## config.mk

```make
export PLATFORM = sky130hd
export DESIGN_NAME = spi_rd_burst_ctrl_flat
export DESIGN_NICKNAME = d
export VERILOG_FILES = /design/src/rtl/spi_rd_burst_ctrl_if.sv /design/src/rtl/spi_rd_burst_ctrl.sv /design/src/flat_wrapper.sv
export SDC_FILE = /design/constraint.sdc
export NUM_CORES = 1
export LEC_CHECK = 0
export CAP_MARGIN = 10
export CORE_ASPECT_RATIO = 0.9
export CORE_MARGIN = 2
export CORE_UTILIZATION = 55
export DETAILED_ROUTE_END_ITERATION = 7
export HOLD_SLACK_MARGIN = 0.1
export PLACE_DENSITY = 0.85
export SYNTH_ARGS = -nofsm -noshare
export SYNTH_HDL_FRONTEND = slang
export SYNTH_SLANG_ARGS = --single-unit
export TNS_END_PERCENT = 30
```

## constraint.sdc

```tcl
create_clock -name clk -period 3.5 [get_ports clk]
set_input_delay 0.35 -clock clk [delete_from_list [all_inputs] [get_ports clk]]
set_output_delay 0.35 -clock clk [all_outputs]
set_load 0.03 [all_outputs]
```

## src/rtl/spi_rd_burst_ctrl_if.sv

```systemverilog
// Bundle of the burst-control, SPI-master and output-stream signals of spi_rd_burst_ctrl.
//   slave  : view taken by spi_rd_burst_ctrl itself
//   master : view taken by the surrounding logic (burst requester, SPI master, consumer)
// Signals:
//   burst_start/burst_len -> burst request; busy/burst_done <- burst status
//   spi_sclk_divider/spi_rd_en/spi_tx_wr_data -> SPI master; spi_rd_done/spi_rd_data <- SPI master
//   m_data/m_valid -> consumer; m_ready <- consumer; fifo_level/err -> status
interface spi_rd_burst_ctrl_if #(
    parameter int unsigned DEPTH = 8
);
    localparam int unsigned LW = $clog2(DEPTH + 1);

    logic          burst_start;
    logic [7:0]    burst_len;
    logic          busy;
    logic          burst_done;
    logic [7:0]    spi_sclk_divider;
    logic          spi_rd_en;
    logic [7:0]    spi_tx_wr_data;
    logic          spi_rd_done;
    logic [7:0]    spi_rd_data;
    logic [7:0]    m_data;
    logic          m_valid;
    logic          m_ready;
    logic [LW-1:0] fifo_level;
    logic          err;

    modport slave (
        input  burst_start, burst_len, spi_rd_done, spi_rd_data, m_ready,
        output busy, burst_done, spi_sclk_divider, spi_rd_en, spi_tx_wr_data,
        output m_data, m_valid, fifo_level, err
    );

    modport master (
        output burst_start, burst_len, spi_rd_done, spi_rd_data, m_ready,
        input  busy, burst_done, spi_sclk_divider, spi_rd_en, spi_tx_wr_data,
        input  m_data, m_valid, fifo_level, err
    );
endinterface

```

## src/rtl/spi_rd_burst_ctrl.sv

```systemverilog
// Burst sequencer and receive FIFO for the SPI receive master.
// Accepts a burst of burst_len bytes, issues one spi_rd_en window per byte with a
// chip-select recovery gap between bytes, stores received bytes in a first-word-fall-through
// FIFO and presents them on a valid/ready stream. Reads pause while the FIFO is full.
// Ports:
//   clk     : system clock, rising edge
//   rst     : synchronous active-high reset
//   ctrl_io : burst request/status, SPI master handshake and output stream (slave view)
module spi_rd_burst_ctrl #(
    parameter int unsigned DEPTH      = 8,
    parameter int unsigned GAP_CYCLES = 10,
    parameter logic [7:0]  SCLK_DIV   = 8'd1,
    parameter logic [7:0]  DUMMY_TX   = 8'h00
) (
    input logic                clk,
    input logic                rst,
    spi_rd_burst_ctrl_if.slave ctrl_io
);
    localparam int unsigned LW = $clog2(DEPTH + 1);
    localparam int unsigned PW = $clog2(DEPTH);
    localparam int unsigned GW = (GAP_CYCLES < 1) ? 1 : $clog2(GAP_CYCLES + 1);

    localparam logic [2:0] StIdle = 3'd0;
    localparam logic [2:0] StWait = 3'd1;
    localparam logic [2:0] StRead = 3'd2;
    localparam logic [2:0] StGap  = 3'd3;
    localparam logic [2:0] StDone = 3'd4;

    logic [2:0]    state_q, state_d;
    logic [7:0]    rem_q, rem_d;
    logic [GW-1:0] gap_q, gap_d;
    logic          busy_q, busy_d;
    logic          done_q, done_d;
    logic          err_q, err_d;
    logic          rd_en_q, rd_en_d;

    logic [7:0]    mem_q [DEPTH];
    logic [PW-1:0] wr_ptr_q, wr_ptr_d;
    logic [PW-1:0] rd_ptr_q, rd_ptr_d;
    logic [PW-1:0] rd_ptr_nxt;
    logic [LW-1:0] count_q, count_d;
    logic [7:0]    m_data_q, m_data_d;

    logic full;
    logic push;
    logic pop;

    assign full       = (count_q == LW'(DEPTH));
    assign pop        = (count_q != '0) && ctrl_io.m_ready;
    assign rd_ptr_nxt = rd_ptr_q + PW'(1);

    // Burst sequencer
    always_comb begin
        state_d = state_q;
        rem_d   = rem_q;
        gap_d   = gap_q;
        busy_d  = busy_q;
        done_d  = 1'b0;
        err_d   = err_q;
        push    = 1'b0;

        case (state_q)
            StIdle: begin
                if (ctrl_io.burst_start) begin
                    busy_d = 1'b1;
                    if (ctrl_io.burst_len == 8'd0) begin
                        state_d = StDone;
                    end else begin
                        rem_d   = ctrl_io.burst_len;
                        state_d = full ? StWait : StRead;
                    end
                end
            end
            StWait: begin
                if (!full) state_d = StRead;
            end
            StRead: begin
                if (ctrl_io.spi_rd_done) begin
                    // The handshake completes even if the byte has to be dropped.
                    push    = !full;
                    rem_d   = rem_q - 8'd1;
                    gap_d   = GW'(GAP_CYCLES);
                    state_d = StGap;
                end
            end
            StGap: begin
                // Exit on the cycle the counter is already 0: GAP_CYCLES+1 low cycles.
                if (gap_q == '0) begin
                    if (rem_q == 8'd0) state_d = StDone;
                    else if (!full)    state_d = StRead;
                    else               state_d = StWait;
                end else begin
                    gap_d = gap_q - GW'(1);
                end
            end
            StDone: begin
                done_d  = 1'b1;
                busy_d  = 1'b0;
                state_d = StIdle;
            end
            default: state_d = StIdle;
        endcase

        if (ctrl_io.spi_rd_done && (state_q != StRead)) err_d = 1'b1;
        if (ctrl_io.spi_rd_done && (state_q == StRead) && full) err_d = 1'b1;

        rd_en_d = (state_d == StRead);
    end

    // FIFO bookkeeping; m_data is a registered copy of the head entry
    always_comb begin
        wr_ptr_d = push ? wr_ptr_q + PW'(1) : wr_ptr_q;
        rd_ptr_d = pop ? rd_ptr_nxt : rd_ptr_q;

        unique case ({push, pop})
            2'b10:   count_d = count_q + LW'(1);
            2'b01:   count_d = count_q - LW'(1);
            default: count_d = count_q;
        endcase

        m_data_d = m_data_q;
        if (pop) begin
            if (count_q > LW'(1)) m_data_d = mem_q[rd_ptr_nxt];
            else if (push)        m_data_d = ctrl_io.spi_rd_data;
        end else if (push && (count_q == '0)) begin
            m_data_d = ctrl_io.spi_rd_data;
        end
    end

    always_ff @(posedge clk) begin
        if (rst) begin
            state_q  <= StIdle;
            rem_q    <= 8'd0;
            gap_q    <= '0;
            busy_q   <= 1'b0;
            done_q   <= 1'b0;
            err_q    <= 1'b0;
            rd_en_q  <= 1'b0;
            wr_ptr_q <= '0;
            rd_ptr_q <= '0;
            count_q  <= '0;
            m_data_q <= 8'd0;
        end else begin
            state_q  <= state_d;
            rem_q    <= rem_d;
            gap_q    <= gap_d;
            busy_q   <= busy_d;
            done_q   <= done_d;
            err_q    <= err_d;
            rd_en_q  <= rd_en_d;
            wr_ptr_q <= wr_ptr_d;
            rd_ptr_q <= rd_ptr_d;
            count_q  <= count_d;
            m_data_q <= m_data_d;
        end
    end

    // Storage needs no reset; the pointers and count define what is valid.
    always_ff @(posedge clk) begin
        if (push) mem_q[wr_ptr_q] <= ctrl_io.spi_rd_data;
    end

    assign ctrl_io.busy             = busy_q;
    assign ctrl_io.burst_done       = done_q;
    assign ctrl_io.spi_sclk_divider = SCLK_DIV;
    assign ctrl_io.spi_rd_en        = rd_en_q;
    assign ctrl_io.spi_tx_wr_data   = DUMMY_TX;
    assign ctrl_io.m_data           = m_data_q;
    assign ctrl_io.m_valid          = (count_q != '0);
    assign ctrl_io.fifo_level       = count_q;
    assign ctrl_io.err              = err_q;
endmodule

```

## src/flat_wrapper.sv

```systemverilog
// flat-port wrapper written by rule: the top's interface ports become plain ports
module spi_rd_burst_ctrl_flat 
#(
    parameter int unsigned DEPTH      = 8,
    parameter int unsigned GAP_CYCLES = 10,
    parameter logic [7:0]  SCLK_DIV   = 8'd1,
    parameter logic [7:0]  DUMMY_TX   = 8'h00
)
  (clk, rst, ctrl_io_burst_start, ctrl_io_burst_len, ctrl_io_spi_rd_done, ctrl_io_spi_rd_data, ctrl_io_m_ready, ctrl_io_busy, ctrl_io_burst_done, ctrl_io_spi_sclk_divider, ctrl_io_spi_rd_en, ctrl_io_spi_tx_wr_data, ctrl_io_m_data, ctrl_io_m_valid, ctrl_io_fifo_level, ctrl_io_err);
  spi_rd_burst_ctrl_if #(.DEPTH(DEPTH)) ctrl_io_i ();
  input logic clk;
  input logic rst;
  input wire logic [$bits(ctrl_io_i.burst_start)-1:0] ctrl_io_burst_start;
  input wire logic [$bits(ctrl_io_i.burst_len)-1:0] ctrl_io_burst_len;
  input wire logic [$bits(ctrl_io_i.spi_rd_done)-1:0] ctrl_io_spi_rd_done;
  input wire logic [$bits(ctrl_io_i.spi_rd_data)-1:0] ctrl_io_spi_rd_data;
  input wire logic [$bits(ctrl_io_i.m_ready)-1:0] ctrl_io_m_ready;
  output wire logic [$bits(ctrl_io_i.busy)-1:0] ctrl_io_busy;
  output wire logic [$bits(ctrl_io_i.burst_done)-1:0] ctrl_io_burst_done;
  output wire logic [$bits(ctrl_io_i.spi_sclk_divider)-1:0] ctrl_io_spi_sclk_divider;
  output wire logic [$bits(ctrl_io_i.spi_rd_en)-1:0] ctrl_io_spi_rd_en;
  output wire logic [$bits(ctrl_io_i.spi_tx_wr_data)-1:0] ctrl_io_spi_tx_wr_data;
  output wire logic [$bits(ctrl_io_i.m_data)-1:0] ctrl_io_m_data;
  output wire logic [$bits(ctrl_io_i.m_valid)-1:0] ctrl_io_m_valid;
  output wire logic [$bits(ctrl_io_i.fifo_level)-1:0] ctrl_io_fifo_level;
  output wire logic [$bits(ctrl_io_i.err)-1:0] ctrl_io_err;
  assign ctrl_io_i.burst_start = ctrl_io_burst_start;
  assign ctrl_io_i.burst_len = ctrl_io_burst_len;
  assign ctrl_io_i.spi_rd_done = ctrl_io_spi_rd_done;
  assign ctrl_io_i.spi_rd_data = ctrl_io_spi_rd_data;
  assign ctrl_io_i.m_ready = ctrl_io_m_ready;
  assign ctrl_io_busy = ctrl_io_i.busy;
  assign ctrl_io_burst_done = ctrl_io_i.burst_done;
  assign ctrl_io_spi_sclk_divider = ctrl_io_i.spi_sclk_divider;
  assign ctrl_io_spi_rd_en = ctrl_io_i.spi_rd_en;
  assign ctrl_io_spi_tx_wr_data = ctrl_io_i.spi_tx_wr_data;
  assign ctrl_io_m_data = ctrl_io_i.m_data;
  assign ctrl_io_m_valid = ctrl_io_i.m_valid;
  assign ctrl_io_fifo_level = ctrl_io_i.fifo_level;
  assign ctrl_io_err = ctrl_io_i.err;
  spi_rd_burst_ctrl #(.DEPTH(DEPTH), .GAP_CYCLES(GAP_CYCLES), .SCLK_DIV(SCLK_DIV), .DUMMY_TX(DUMMY_TX)) u_core (.clk(clk), .rst(rst), .ctrl_io(ctrl_io_i));
endmodule
```

### Word-level counts from Yosys, hierarchy flattened

Memory sizes are Yosys's and may differ from the RTL's.
Index checks and enable logic that the tools add are counted.

| cells by class | value |
|---|---|
| add/sub/neg operators | 6 |
| $mul | 0 |
| divide/modulo/power cells | 0 |
| order comparisons | 1 |
| equality and inequality tests | 14 |
| shifts and indexed selects | 0 |
| multiplexer cells | 29 |
| bitwise gates (word level) | 0 |
| reduce and logical (&&, ||, !) cells | 22 |

Operators with widths:

| operator | number |
|---|---|
| 2-to-1 mux 8 bit | 7 |
| 2-to-1 mux 3 bit | 6 |
| logical NOT 8 bit | 2 |
| one-hot mux 4 bit (2 select lines) | 2 |
| one-hot mux 8 bit (2 select lines) | 1 |
| one-hot mux 3 bit (4 select lines) | 1 |
| nonzero test 2 bit | 6 |
| == test 3 x 2 -> 1 bit (second input constant) | 3 |
| logical NOT 4 bit | 2 |
| 2-to-1 mux 1 bit | 8 |
| 2-to-1 mux 4 bit | 2 |
| != test 2 bit (second input constant) | 4 |
| subtractor 4 x 1 -> 4 bit (second input constant) | 2 |
| subtractor 8 x 1 -> 8 bit (second input constant) | 1 |
| adder 3 x 1 -> 3 bit (second input constant) | 2 |
| != test 3 x 2 -> 1 bit (second input constant) | 2 |
| logical AND 1 bit | 5 |
| adder 4 x 1 -> 4 bit (second input constant) | 1 |
| == test 4 bit (second input constant) | 1 |
| greater-than comparator 4 x 1 -> 1 bit (second input constant) | 1 |
| AND reduction 2 bit | 2 |
| AND reduction 4 bit | 1 |
| nonzero test 4 bit | 1 |
| == test 3 x 1 -> 1 bit (second input constant) | 1 |
| 8 further kinds | 8 |

| storage, ports and cells | value |
|---|---|
| register bits | 37 |
| latch bits | 0 |
| memory bits (writable) | 64 |
| memory bits (read-only) | 0 |
| bits of input ports | 21 |
| output and inout bits | 33 |
| logic and storage cells | 84 |
| memories | 1 |

Memory list:

| name | depth | width | rd ports | clocked after Yosys merged registers in | wr ports | RTL line | text |
|---|---|---|---|---|---|---|---|
| u_core.mem_q | 8 | 8 | 1 | 0 | 1 | spi_rd_burst_ctrl.sv:37 | `logic [7:0] mem_q [DEPTH];` |

### Logic depth before layout (Yosys ltp)

Gate-level depths: netlist (run 1).

| logic depth | value |
|---|---|
| depth after elaboration | 7 |
| depth in mapped cells | 11 |

### Worst setup path after synthesis (run 1)

No wires, ideal clock.

| timing | value |
|---|---|
| path kind | register to register |
| from | register u_core.count_q[0] (netlist: u_core.ctrl_io.fifo_level[0]) |
| to | register u_core.count_q[3] (netlist: u_core.ctrl_io.fifo_level[3]) |
| library setup time | 0.128 ns |
| arrival time | 2.849 ns |
| data required time | 3.372 ns |
| path slack | 0.523 ns |
| stages on the path, launching flop included | 12 |
| path buffers | 1 |
| clock period less this slack | 2.977 ns |
| path through | dfxtp_1 -> inv_1 -> ha_1 -> or3b_2 -> clkbuf_1 -> nand2_1 -> inv_1 -> ha_1 -> or4b_2 -> a21oi_1 -> xnor2_1 -> nor2_1 |

| between the ends | value |
|---|---|
| elaborated cells on any way between the ends | 12 |
| those cells by class | add/sub: 2; eq/ne: 3; mux: 3; reduce/logical: 4 |

RTL lines:

| what | RTL line | text |
|---|---|---|
| start, declared | spi_rd_burst_ctrl.sv:41 | `logic [LW-1:0] count_q, count_d;` |
| start signal, assigned | spi_rd_burst_ctrl.sv:153 | `count_q <= count_d;` |
| nonzero test 4 bit * | - |  |
| named net ctrl_io_m_valid | flat_wrapper.sv:24 | `output wire logic [$bits(ctrl_io_i.m_valid)-1:0] ctrl_io_m_valid;` |
| logical AND 1 bit * | spi_rd_burst_ctrl.sv:49 | `assign pop = (count_q != '0) && ctrl_io.m_ready;` |
| named net u_core.pop | spi_rd_burst_ctrl.sv:46 | `logic pop;` |
| == test 2 x 1 -> 1 bit or == test 2 bit (tied branches) | spi_rd_burst_ctrl.sv:115 | `unique case ({push, pop})` |
| one-hot mux 4 bit (2 select lines) or nonzero test 2 bit (tied branches) | - |  |

Mark *: on every way through the listed nets, which the timed path passes. The rest lies on a longest branch.
A chain may end at the register's enable or synchronous reset.

### Worst setup path after layout (run 1)

| timing | value |
|---|---|
| from | register u_core.count_q[1] (netlist: u_core.ctrl_io.fifo_level[1]) |
| to | register u_core.count_q[3] (netlist: u_core.ctrl_io.fifo_level[3]) |

| between the ends | value |
|---|---|
| longest elaborated chain between the ends | 6 |
| elaborated cells on any way between the ends | 12 |
| those cells by class | add/sub: 2; eq/ne: 3; mux: 3; reduce/logical: 4 |

Ends and longest elaborated chain:

| what | RTL line | text |
|---|---|---|
| == test 4 bit | spi_rd_burst_ctrl.sv:48 | `assign full = (count_q == LW'(DEPTH));` |
| logical NOT 1 bit | - |  |
| 2-to-1 mux 1 bit | spi_rd_burst_ctrl.sv:78 | `if (ctrl_io.spi_rd_done) begin` |
| 2-to-1 mux 1 bit | spi_rd_burst_ctrl.sv:62 | `case (state_q)` |
| == test 2 x 1 -> 1 bit or == test 2 bit (tied branches) | spi_rd_burst_ctrl.sv:115 |  |
| one-hot mux 4 bit (2 select lines) or nonzero test 2 bit (tied branches) | - |  |

Parallel ways exist; a longest one is shown, timed or not.

==> flow_metrics.py, run 1 <==
metrics = {
    "global_routing": {
        "grtUsageTotal_pct": 21.6,
        "grt_pass1_vias": 2782,
        "grt.overflow.total": 0,
        "antenna_found_initial": 0,
        "grt_pass1_wl_um": 14700,
        "grt_max_degree": 19,
    },
    "sta": {
        "finalSetupViolCount": 0,
        "hold_violations": 0,
        "final.setup.tns_ns": 0,
        "hold_ws_ns": 0.477,
        "rsz0062_at_grt": "no",
        "fin_skew_ns": 0.0156,
        "min_period_ns": 2.66,
        "max_freq_mhz": 376,
        "slew_violations": 0,
        "relSlewSlack_pct": 43.3,
        "tightest_slew_ns": 0.845,
        "min_period_over_period_pct": 75.9,
    },
    "setup_path": {
        "path_common_cell": "ha_1",
        "critPathLaunchType": "register",
        "crit_required_ns": 3.76,
        "path_delay_family": "simple AND/OR/NAND/NOR gates",
        "arrival_ns": 2.92,
        "cpPeakStageDelay_ns": 0.59,
        "critical_path_class": "reg2reg",
        "cp_cell_sequence": "inv_1, ha_1, nand3b_1, nand2_1, ha_1, or4b_2, a21oi_1, xnor2_1, nor2_1",
        "worst-path-buf-inv": 1,
        "slowest_stage": "or4b_2",
        "crit_fanout": 8,
        "setup.worst_path.end_class": "register",
    },
    "die": {
        "die_w_um": 100,
        "core-area_um2": 8070,
        "die_h_um": 90.5,
        "num_io_pins": 54,
        "num_rows": 31,
        "dieArea_um2": 9060,
        "start_util_pct": 56.7,
    },
    "detailed_routing": {
        "wl_um": 9130,
        "drtPass1Iterations": 4,
        "drc": 0,
        "routed_via_density": 5.92,
        "vias": 2971,
        "drt-initial-drc-count": 284,
        "routedWlPerCell_um": 18.2,
        "antenna_left": 0,
    },
    "yosys": {
        "yosysUniqueCellTypes": 60,
        "avgSynthCellArea_um2": 12.8,
        "yosysTopAreaCell": "edfxtp_1",
        "yosysSeqAreaShare_pct": 58.2,
        "synth_cells": 356,
        "synth_area_leaders": "edfxtp_1 (42%), dfxtp_1 (16%), mux4_2 (7.9%)",
        "synth-edff-count": 64,
        "ys_warn_count": 0,
        "ys_ff_latch": 101,
        "netlist_area_um2": 4570,
        "ys.flop_type": "edfxtp_1",
        "synth_common_cells": "edfxtp_1 (64), dfxtp_1 (37), a21oi_1 (31), nand2_1 (31), nor2_1 (23)",
        "async_flop_share_pct": 0,
        "synth_most_common_cell": "edfxtp_1",
        "netlist.area_leader.share_pct": 42.0,
    },
    "clocking": {
        "clk_pin_slew_worst_paths_ns": 0.10,
        "cts_sinks": 101,
        "htree_levels": 3,
        "worstSkewPairLatency_ns": 0.37,
        "ctsResizeCount": 0,
        "cts_tree": "built",
        "ctsHoldBuffers": 0,
        "cts_buffers": 9,
        "post_cts_buffers": 0,
        "cts_max_path_buffers": 2,
        "cts-root-buf": "clkbuf_8",
    },
    "layout": {
        "final_util_pct": 64.2,
        "drive_above_1_share_pct": 14.1,
        "area_growth_pct": 13.2,
        "final_cells": 502,
        "final_cell_area_um2": 5180,
        "diodes": 0,
        "layout.nets": 428,
    },
    "placement": {
        "dp_hpwl_um": 6160,
        "gp_congestion": 0.842,
        "placedCellCount": 486,
        "place_area_um2": 5000,
        "port_buffers": 37,
    },
    "power_and_ir_drop": {
        "leakagePower_nw": 1.80,
        "power.density_nw_per_um2": 636,
        "ir_worst_vdd_mv": 0.320,
    },
    "worst_hold_path": {
        "hold_class": "reg2reg",
    },
    "flow_run": {
        "cap_viol_max_count": 0,
    },
    "outcome": {
        "status": "finished clean",
    },
}
[sequential cells by signal (all words and copies together), names as in the netlist, 3 cells and up]
name,cells
u_core.ctrl_io.fifo_level,4
u_core.ctrl_io.m_data,8
u_core.gap_q,4
u_core.rd_ptr_q,3
u_core.wr_ptr_q,3
u_core.state_q,3
u_core.mem_q,64
u_core.rem_q,8
[cell type report]
type,instances,area [µm²]
Tap cell,99,124
Sequential cell,101,2660
Timing Repair Buffer,49,460
Multi-Input combinational cell,226,1710
Fill cell,591,2890
Inverter,11,41.3
Clock buffer,10,128
Clock inverter,6,51.3
[worst reg2reg max path, delay by kind of cell (launching register included)]
| family | cells | cell delay [ns] |
|---|---|---|
| compound gates | 1 | 0.19 |
| flops | 1 | 0.36 |
| fa+ha+maj | 2 | 0.51 |
| simple gates | 4 | 1.25 |
| xor+xnor | 1 | 0.14 |
| buf+inv | 1 | 0.11 |
[per-stage QoR]
step	power (mW)	setup WS (ns)
5_1_grt	3.46	0.608
2_1_floorplan	2.33	0.523
3_3_place_gp	2.59	0.950
3_5_place_dp	2.63	0.871
4_1_cts	3.30	0.837
6_report	3.29	0.842
[per-layer routing]
layer / up-vias / routed length [µm] / global-route usage (%)
met5: - / 0 / 0
met4: 0 / 131 / 7.88
met3: 10 / 538 / 3.25
met2: 97 / 4530 / 34.0
met1: 1463 / 3920 / 30.6
li1: 1401 / - / -
[placed cells by master, fill, tap and decap left out, types with 2 or more instances in the layout]
cell type and count:
a211oi_1 4, a21oi_1 31, a221o_1 9, a221oi_1 4, and4b_1 3, buf_4 12, clkbuf_8 9, clkdlybuf4s50_1 37
conb_1 16, dfxtp_1 37, edfxtp_1 64, ha_1 9, inv_1 11, inv_6 3, mux2i_1 2, mux4_2 16
nand2_1 31, nand2b_1 3, nand3_1 8, nand3b_1 3, nor2_1 23, nor3_1 8, nor4_1 3, nor4b_1 2
nor4bb_1 2, o22ai_1 2, o31ai_1 2, o32ai_1 4, or3_1 2, or3b_2 3, xnor2_1 2, xor2_1 8
[kinds of logic after synthesis]
logic type | count (synthesis) | share of synthesized area, %
flops | 101 | 58.2
other cells | 2 | 0.164
compound gates | 68 | 10.6
fa+ha+maj | 9 | 2.46
buf+inv | 43 | 5.53
xor+xnor | 10 | 1.92
mux | 18 | 8.32
simple gates | 105 | 12.8
[power breakdown]
group	internal, mW	switching [mW]
combinational	0.521	0.633
sequential	1.36	0.0884
clock	0.272	0.414
[final timing paths]
kind	cells after the start	end	start	slack [ns]
setup / recovery	9	u_core.ctrl_io.fifo_level[3]	u_core.ctrl_io.fifo_level[1]	0.84
hold / removal	2	u_core.rd_ptr_q[1]	u_core.rd_ptr_q[1]	0.48
setup reg to reg	9	u_core.ctrl_io.fifo_level[3]	u_core.ctrl_io.fifo_level[1]	0.84
hold reg to reg	2	u_core.rd_ptr_q[1]	u_core.rd_ptr_q[1]	0.48
Power figures use the tool's default switching activity.
==> run 2, diff against run 1 <==
==> constraint.sdc (replaced) <==
create_clock -name clk -period 2.6 [get_ports clk]
set_input_delay 0.26 -clock clk [delete_from_list [all_inputs] [get_ports clk]]
set_output_delay 0.26 -clock clk [all_outputs]
set_load 0.03 [all_outputs]
==> flow_metrics.py, run 2 (synthesis gave the netlist of run 1 again) <==
metrics = {
    "outcome": {
        "status": "finished clean",
    },
    "die": {
        "num_rows": 31,
        "die_h_um": 90.5,
        "die_w_um": 100,
        "start_util_pct": 56.7,
        "core-area_um2": 8070,
        "dieArea_um2": 9060,
        "num_io_pins": 54,
    },
    "global_routing": {
        "grt_pass1_wl_um": 14600,
        "grt_pass1_vias": 2830,
        "grtUsageTotal_pct": 21.1,
        "antenna_found_initial": 0,
        "grt.overflow.total": 0,
        "grt_max_degree": 30,
    },
    "layout": {
        "multi_input_area_um2": 1710,
        "final_cells": 508,
        "regArea_um2": 2670,
        "diodes": 0,
        "layout.nets": 434,
        "top_register": "u_core.mem_q",
        "nFillCells": 592,
        "largest_register_ffs": 64,
        "layout_common_cells": "edfxtp_1 (64), clkdlybuf4s50_1 (37), dfxtp_1 (35)",
        "final_common_cell": "edfxtp_1",
        "area_growth_pct": 14.3,
        "drive_above_1_share_pct": 16.1,
    },
    "detailed_routing": {
        "drtPass1Iterations": 4,
        "drt-initial-drc-count": 217,
        "routed_via_density": 5.92,
        "drc": 0,
        "antenna_left": 0,
        "vias": 3005,
        "wl_met2_um": 4560,
        "met3WireLength_um": 517,
        "m1WireLength_um": 4070,
        "wl_um": 9260,
        "routedWlPerCell_um": 18.2,
        "top_layer_used": "met4",
    },
    "sta": {
        "finalSetupViolCount": 0,
        "hold_violations": 0,
        "min_period_ns": 2.46,
        "final.setup.tns_ns": 0,
        "tightest_slew_ns": 0.783,
        "slew_violations": 0,
        "relSlewSlack_pct": 47.6,
        "max_freq_mhz": 407,
        "min_period_over_period_pct": 94.5,
        "fin_skew_ns": 0.0159,
        "rsz0062_at_grt": "no",
    },
    "setup_path": {
        "arrival_ns": 2.20,
        "critical_path_class": "reg2out",
        "r2r_cells": 10,
        "cp_cell_sequence": "inv_1, ha_1, or3b_2, clkdlybuf4s50_1",
        "r2r_start": "u_core.ctrl_io.fifo_level[1]",
        "slowest_stage": "clkdlybuf4s50_1",
        "cpPeakStageDelay_ns": 0.63,
        "worstReg2RegEnd": "u_core.ctrl_io.fifo_level[3]",
        "worst-path-buf-inv": 2,
        "cp.depth": 4,
        "r2r_setup_slack_ns": 0.16,
        "crit_fanout": 5,
        "path_delay_family": "buffers and inverters",
        "critPathLaunchType": "register",
        "setup.worst_path.end_class": "output port",
        "crit_required_ns": 2.34,
    },
    "worst_hold_path": {
        "hold_class": "reg2reg",
        "hold_start": "u_core.rd_ptr_q[1]",
        "min_path_cells": 2,
        "holdPathEnd": "u_core.rd_ptr_q[1]",
    },
    "placement": {
        "port_buffers": 37,
        "placedCellCount": 492,
        "dp_hpwl_um": 6250,
        "gp_congestion": 0.845,
    },
    "clocking": {
        "htree_levels": 3,
        "cts_buffers": 9,
        "cts_sinks": 101,
        "cts_max_path_buffers": 2,
        "ctsHoldBuffers": 0,
        "clk_pin_slew_worst_paths_ns": 0.10,
        "worstSkewPairLatency_ns": 0.35,
        "cts-root-buf": "clkbuf_8",
        "post_cts_buffers": 0,
        "cts_tree": "built",
    },
    "power_and_ir_drop": {
        "power.density_nw_per_um2": 846,
        "leakagePower_nw": 1.83,
        "ir_worst_vdd_mv": 0.411,
    },
    "flow_run": {
        "cap_viol_max_count": 0,
    },
}
[run 2: metrics by stage]
stage               power [mW]  utilization, %  setup WS, ns  area (µm²)  hold slack (ns)
floorplan                 3.16               -        0.0405        4630            0.359
global placement          3.51            62.6         0.243        5050            0.458
detailed placement        3.56            62.6         0.183        5050            0.462
CTS                       4.43            64.8         0.135        5230            0.475
global route              4.65            64.8        0.0204        5230            0.503
finish                    4.42            64.8         0.143        5230            0.471
[run 2: report_power, final]
part	internal, mW	switching, mW
registers	1.84	0.120
logic	0.719	0.857
clock network	0.359	0.528
total	2.92	1.51
[run 2: how the worst max path moves through the flow]
stage / to / start
after global routing: u_core.ctrl_io.fifo_level[3] / u_core.ctrl_io.fifo_level[0]
final: ctrl_io_m_valid / u_core.ctrl_io.fifo_level[1]
after global placement: u_core.ctrl_io.fifo_level[3] / u_core.ctrl_io.fifo_level[0]
after floorplan: u_core.ctrl_io.fifo_level[3] / u_core.ctrl_io.fifo_level[1]
after CTS: ctrl_io_m_valid / u_core.ctrl_io.fifo_level[1]
after detailed placement: u_core.ctrl_io.fifo_level[3] / u_core.ctrl_io.fifo_level[0]
[run 2: area by class of cell]
class,count,area share [%]
Multi-Input combinational cell,226,32.8
Inverter,11,0.790
Tap cell,99,2.37
Clock inverter,6,0.933
Clock buffer,10,2.44
Sequential cell,101,51.0
Timing Repair Buffer,55,9.67
[run 2: worst min-delay path, delay by kind of cell (launching register included)]
family | cells | cell delay (ns)
AOI/OAI and AO/OA | 1 | 0.05
DFF | 1 | 0.33
and+or+nand+nor | 1 | 0.05
[run 2: per-layer routing]
metal	global-route usage, %	up-vias
li1	-	1422
met1	28.6	1473
met2	34.5	102
met3	5.34	8
met4	5.02	0
met5	0	-
[run 2: repair_timing]
| action | in CTS | in global routing |
|---|---|---|
| endpoints found under the setup margin | 0 | 1 |
| hold endpoints to repair | 0 | 0 |
| gates resized for setup | 0 | 1 |
